File: src/rtl/button_event.sv
// rtl/button_event.sv - per-button press/release/short/long/repeat event classifier
module button_event #(
    parameter int unsigned N             = 2,
    parameter int unsigned LONG_CYCLES   = 50_000_000,
    parameter int unsigned REPEAT_CYCLES = 10_000_000
) (
    input  logic         clk,
    input  logic         rst,
    input  logic [N-1:0] btn,
    output logic [N-1:0] ev_press,
    output logic [N-1:0] ev_release,
    output logic [N-1:0] ev_short,
    output logic [N-1:0] ev_long,
    output logic [N-1:0] ev_repeat,
    output logic [N-1:0] held
);

    localparam int unsigned MAX_CYCLES = (LONG_CYCLES > REPEAT_CYCLES) ? LONG_CYCLES : REPEAT_CYCLES;
    localparam int          CW         = $clog2(MAX_CYCLES + 1);

    // Terminal counts; a disabled repeat period collapses to 0 so no negative value is formed.
    localparam logic [CW-1:0] LONG_LAST = CW'(LONG_CYCLES - 1);
    localparam logic [CW-1:0] REP_LAST  = (REPEAT_CYCLES == 0) ? '0 : CW'(REPEAT_CYCLES - 1);

    typedef enum logic [1:0] {
        ARM  = 2'd0,
        IDLE = 2'd1,
        DOWN = 2'd2,
        HELD = 2'd3
    } state_t;

    for (genvar i = 0; i < N; i++) begin : g_ch
        state_t        state_q, state_d;
        logic [CW-1:0] cnt_q, cnt_d;
        logic          press_d, rel_d, short_d, long_d, rpt_d;
        logic          press_q, rel_q, short_q, long_q, rpt_q;

        // Next-state, counter and event decode; release always wins over long/repeat.
        always_comb begin
            state_d = state_q;
            cnt_d   = cnt_q;
            press_d = 1'b0;
            rel_d   = 1'b0;
            short_d = 1'b0;
            long_d  = 1'b0;
            rpt_d   = 1'b0;
            case (state_q)
                ARM: begin
                    if (!btn[i]) begin
                        state_d = IDLE;
                        cnt_d   = '0;
                    end
                end
                IDLE: begin
                    if (btn[i]) begin
                        state_d = DOWN;
                        cnt_d   = '0;
                        press_d = 1'b1;
                    end
                end
                DOWN: begin
                    if (!btn[i]) begin
                        state_d = IDLE;
                        cnt_d   = '0;
                        rel_d   = 1'b1;
                        short_d = 1'b1;
                    end else if (cnt_q == LONG_LAST) begin
                        state_d = HELD;
                        cnt_d   = '0;
                        long_d  = 1'b1;
                    end else begin
                        cnt_d = cnt_q + CW'(1);
                    end
                end
                HELD: begin
                    if (!btn[i]) begin
                        state_d = IDLE;
                        cnt_d   = '0;
                        rel_d   = 1'b1;
                    end else if (REPEAT_CYCLES == 0) begin
                        cnt_d = '0;
                    end else if (cnt_q == REP_LAST) begin
                        cnt_d = '0;
                        rpt_d = 1'b1;
                    end else begin
                        cnt_d = cnt_q + CW'(1);
                    end
                end
                default: begin
                    state_d = ARM;
                    cnt_d   = '0;
                end
            endcase
        end

        // State, counter and registered event pulses; reset aborts any press silently.
        always_ff @(posedge clk or negedge rst) begin
            if (!rst) begin
                state_q <= ARM;
                cnt_q   <= '0;
                press_q <= 1'b0;
                rel_q   <= 1'b0;
                short_q <= 1'b0;
                long_q  <= 1'b0;
                rpt_q   <= 1'b0;
            end else begin
                state_q <= state_d;
                cnt_q   <= cnt_d;
                press_q <= press_d;
                rel_q   <= rel_d;
                short_q <= short_d;
                long_q  <= long_d;
                rpt_q   <= rpt_d;
            end
        end

        assign ev_press[i]   = press_q;
        assign ev_release[i] = rel_q;
        assign ev_short[i]   = short_q;
        assign ev_long[i]    = long_q;
        assign ev_repeat[i]  = rpt_q;
        assign held[i]       = (state_q == HELD);
    end

endmodule

File: config.mk
export PLATFORM = sky130hd
export DESIGN_NAME = button_event
export DESIGN_NICKNAME = d
export VERILOG_FILES = /design/src/rtl/button_event.sv
export SDC_FILE = /design/constraint.sdc
export NUM_CORES = 1
export LEC_CHECK = 0
export CAP_MARGIN = 20
export CORE_UTILIZATION = 45
export DETAILED_ROUTE_END_ITERATION = 8
export DONT_BUFFER_PORTS = 1
export PLACE_DENSITY = 0.59
export SETUP_SLACK_MARGIN = 0.4
export SKIP_LAST_GASP = 1
export SLEW_MARGIN = 20
export SYNTH_ARGS = -nofsm -noshare
export SYNTH_HDL_FRONTEND = slang
export SYNTH_SLANG_ARGS = --single-unit
File: constraint.sdc
create_clock -name clk -period 2.8 [get_ports clk]
set_clock_uncertainty 0.05 [all_clocks]
set_input_delay 0.42 -clock clk [delete_from_list [all_inputs] [get_ports clk]]
set_output_delay 0.42 -clock clk [all_outputs]
set_load 0.005 [all_outputs]
==> flow_summary.json <==
{
  "status": "finished, final reports clean",
  "hpwl_um": 5660,
  "grt_pass1_vias": 2817,
  "antenna_left": 0,
  "clock_sinks": 66,
  "drc_errors": 0,
  "netlist.area_leader.share_pct": 43.41,
  "syn-cell-area_um2": 3805,
  "cts.path.max_buffers": 2,
  "start_util_pct": 46.31,
  "slowest_stage": "dfrtp_1",
  "rows": 33,
  "critPathTopFamily": "compound AO/OA/AOI/OAI gates",
  "crit_fanout": 7,
  "die_h_um": 93.95,
  "start_kind": "flip-flop",
  "drtIter0Drc": 188,
  "finalCritPeriodShare_pct": 84.44,
  "gp_congestion": 0.8010,
  "clockRootBuffer": "clkbuf_8",
  "numPortBuffers": 0,
  "gr-max-usage-layer": "met1",
  "yosys-top-cells-area": "dfrtp_1 43%, nand3_1 4.9%, nand2_1 4.2%",
  "syn_to_final_growth_pct": 11.02,
  "yosys.area.top_type": "dfrtp_1",
  "yosys.cell_count.top_type": "dfrtp_1",
  "cp_data_required_time_ps": 2970,
  "dr.pass1.iters": 5,
  "timing.fmax_ghz": 0.4229,
  "finalHoldViolCount": 0,
  "n_antenna_cell": 0,
  "netlist_instances": 421,
  "cts_tree": "yes",
  "setup_viol": 0,
  "cts_made_buffers": 9,
  "clk_latency_ps": 340,
  "io_pins": 16,
  "antenna_found_initial": 0,
  "grt_util_met2_pct": 29.08,
  "leakagePower_nw": 1.778,
  "synthTopCellsByCount": "66 x dfrtp_1, 43 x nand2_1, 37 x nand3_1",
  "postLayoutCoreUtil_pct": 51.41,
  "worst_slew_pin_slew_ps": 514.3,
  "cts_max_level": 3,
  "layout-drive-gt1-share_pct": 11.63,
  "peakVddDrop_v": 0.0002606,
  "path_class": "flip-flop to flip-flop",
  "end_kind": "flip-flop",
  "path_cells": "ha_4 > and4_4 > nand4_1 > o41ai_4 > buf_4 > a21oi_4 > buf_6 > a21o_1 > a21o_1",
  "n_fill_cell": 738,
  "cp_common_cell": "a21o_1",
  "grt_usage_pct": 20.70,
  "setup_tns_ps": 0,
  "crit_buf_inv": 2,
  "grt_util_met3_pct": 2.994,
  "critical-path-max-stage-delay_ps": 430,
  "grt_use_met1_pct": 31.36,
  "crit_path_start": "g_ch[1].cnt_q[1]$_DFFE_PN0P_",
  "min_period_ps": 2364,
  "avgSynthCellArea_um2": 9.038,
  "grt_max_degree": 67,
  "routedWlPerCell_um": 16.23,
  "synth_seq_cells": 66,
  "syn_nets": 435,
  "drv_cap": 0,
  "grt_pass1_wl_um": 14150,
  "async_flop_share_pct": 100.0,
  "dieArea_um2": 8827,
  "drv_slew": 0,
  "min_from": "btn[1]",
  "timing.slew.headroom_pct": 65.72,
  "synth_enable_flop_cells": 0,
  "drt-vias-per-instance": 6.037,
  "routed_wl_um": 8685,
  "rsz0062_at_grt": "yes",
  "dr_total_vias": 3230,
  "core_area_um2": 8217,
  "synthFlopType": "dfrtp_1",
  "crit-reg2reg-launch": "g_ch[1].cnt_q[1]$_DFFE_PN0P_",
  "cp.arrival_ps": 2540,
  "gr-total-overflow": 0,
  "ys.warnings.count": 0,
  "min_path_type": "primary input to flip-flop",
  "clkTransAtPathRegs_ps": 70,
  "die_w_um": 93.95,
  "p_per_area_nw_per_um2": 705.0,
  "synth_seq_area_share_pct": 43.41,
  "synth_cell_type_count": 50,
  "finalNetCount": 439
}
==> routing by layer <==
metal / up-vias / share of wire (%)
li1: 1552 / -
met1: 1568 / 51
met2: 97 / 43
met3: 13 / 5.1
met4: 0 / 1.5
met5: - / 0
==> logic make-up after synthesis <==
family | count (synthesis) | share of synthesized area, %
muxes | 5 | 1.381
AOI/OAI and AO/OA | 92 | 16.11
DFF | 66 | 43.41
and+or+nand+nor | 197 | 28.38
buffers and inverters | 43 | 5.590
adders and majority gates | 10 | 3.288
xor gates and xnor gates | 8 | 1.842
==> area by class of cell <==
| type | instances | area (um^2) | area share, % |
|---|---|---|---|
| multi-input combinational | 313 | 2028 | 48.02 |
| sequential | 66 | 1653 | 39.13 |
| timing repair buffer | 17 | 157.7 | 3.732 |
| clock buffer | 11 | 131.4 | 3.110 |
| tap | 105 | 131.4 | 3.110 |
| inverter | 18 | 67.56 | 1.600 |
| clock inverter | 5 | 55.05 | 1.303 |
==> final timing paths <==
kind	end	slack, ps	depth (start not counted)
worst max-delay path	g_ch[1].cnt_q[3]$_DFFE_PN0P_	440	9
min in group asynchronous	g_ch[1].cnt_q[23]$_DFFE_PN0P_	600	2
worst min-delay path	g_ch[1].rel_q$_DFF_PN0_	90	1
max in group asynchronous	g_ch[0].cnt_q[13]$_DFFE_PN0P_	1820	2
worst min register to register	g_ch[1].cnt_q[23]$_DFFE_PN0P_	460	1
worst max register to register	g_ch[1].cnt_q[3]$_DFFE_PN0P_	440	9
==> repair_timing <==
item | CTS | global route
hold buffers | 2 | 0
endpoints found under the setup margin | 40 | 42
pin swaps | 1 | 5
hold endpoints to repair | 66 | 0
gates cloned | 0 | 1
buffers inserted | 0 | 7
resized for setup | 5 | 13
==> state kept, by name, summed over array words and instances, names as in the netlist <==
register      flops
g_ch.cnt_q       52
g_ch.state_q      4
g_ch.long_q       2
g_ch.press_q      2
g_ch.rel_q        2
g_ch.rpt_q        2
g_ch.short_q      2
==> power by group <==
group          switching (mW)  leakage (nW)  internal (mW)
combinational           0.686         0.789          0.406
sequential             0.0779         0.899           1.03
clock                   0.364        0.0893          0.409
==> cells in the final DEF, fill, tap and decap left out, types with 3 or more instances in the layout <==
master / netlist / routed
nor3b_1: 4 / 4
buf_4: 12 / 13
ha_1: 10 / 9
o21ai_1: 11 / 11
nand2_1: 43 / 43
nor2_1: 24 / 24
xor2_1: 5 / 5
a21o_1: 7 / 6
a22o_1: 4 / 4
or3_1: 10 / 10
nor4_1: 6 / 6
nand3_1: 37 / 36
nand4_1: 15 / 15
nor3_1: 6 / 6
dfrtp_1: 66 / 65
nand2b_1: 5 / 5
o21ai_0: 14 / 13
a21oi_1: 21 / 21
clkbuf_8: 0 / 9
mux2i_1: 3 / 3
inv_1: 18 / 18
xnor2_1: 3 / 3
and2_1: 4 / 4
a31oi_1: 11 / 11
o22ai_1: 3 / 3
and3_1: 16 / 16
o311ai_1: 7 / 7
and4_1: 9 / 8
nor2b_1: 5 / 5
==> worst reg2reg max path: stages, from the launching register on <==
cell and delay, ps:
dfrtp_1 430, ha_4 170, and4_4 240, nand4_1 190, o41ai_4 400, buf_4 200
a21oi_4 100, buf_6 170, a21o_1 150, a21o_1 160
==> per-stage QoR <==
stage                     area, um^2  power (mW)  setup WS [ps]  hold WS, ps  std cells
after floorplan                 3805       1.847          612.6        74.41        421
after CTS                       4093       2.870          357.1        70.69        527
after global routing            4224       3.195          327.8        61.34        535
after detailed placement        3851       2.046          266.1        75.74        509
after global placement          3851       2.027          323.8        75.57        509
final                           4224       2.978          435.6        88.08        535
Power figures use the tool's default switching activity.
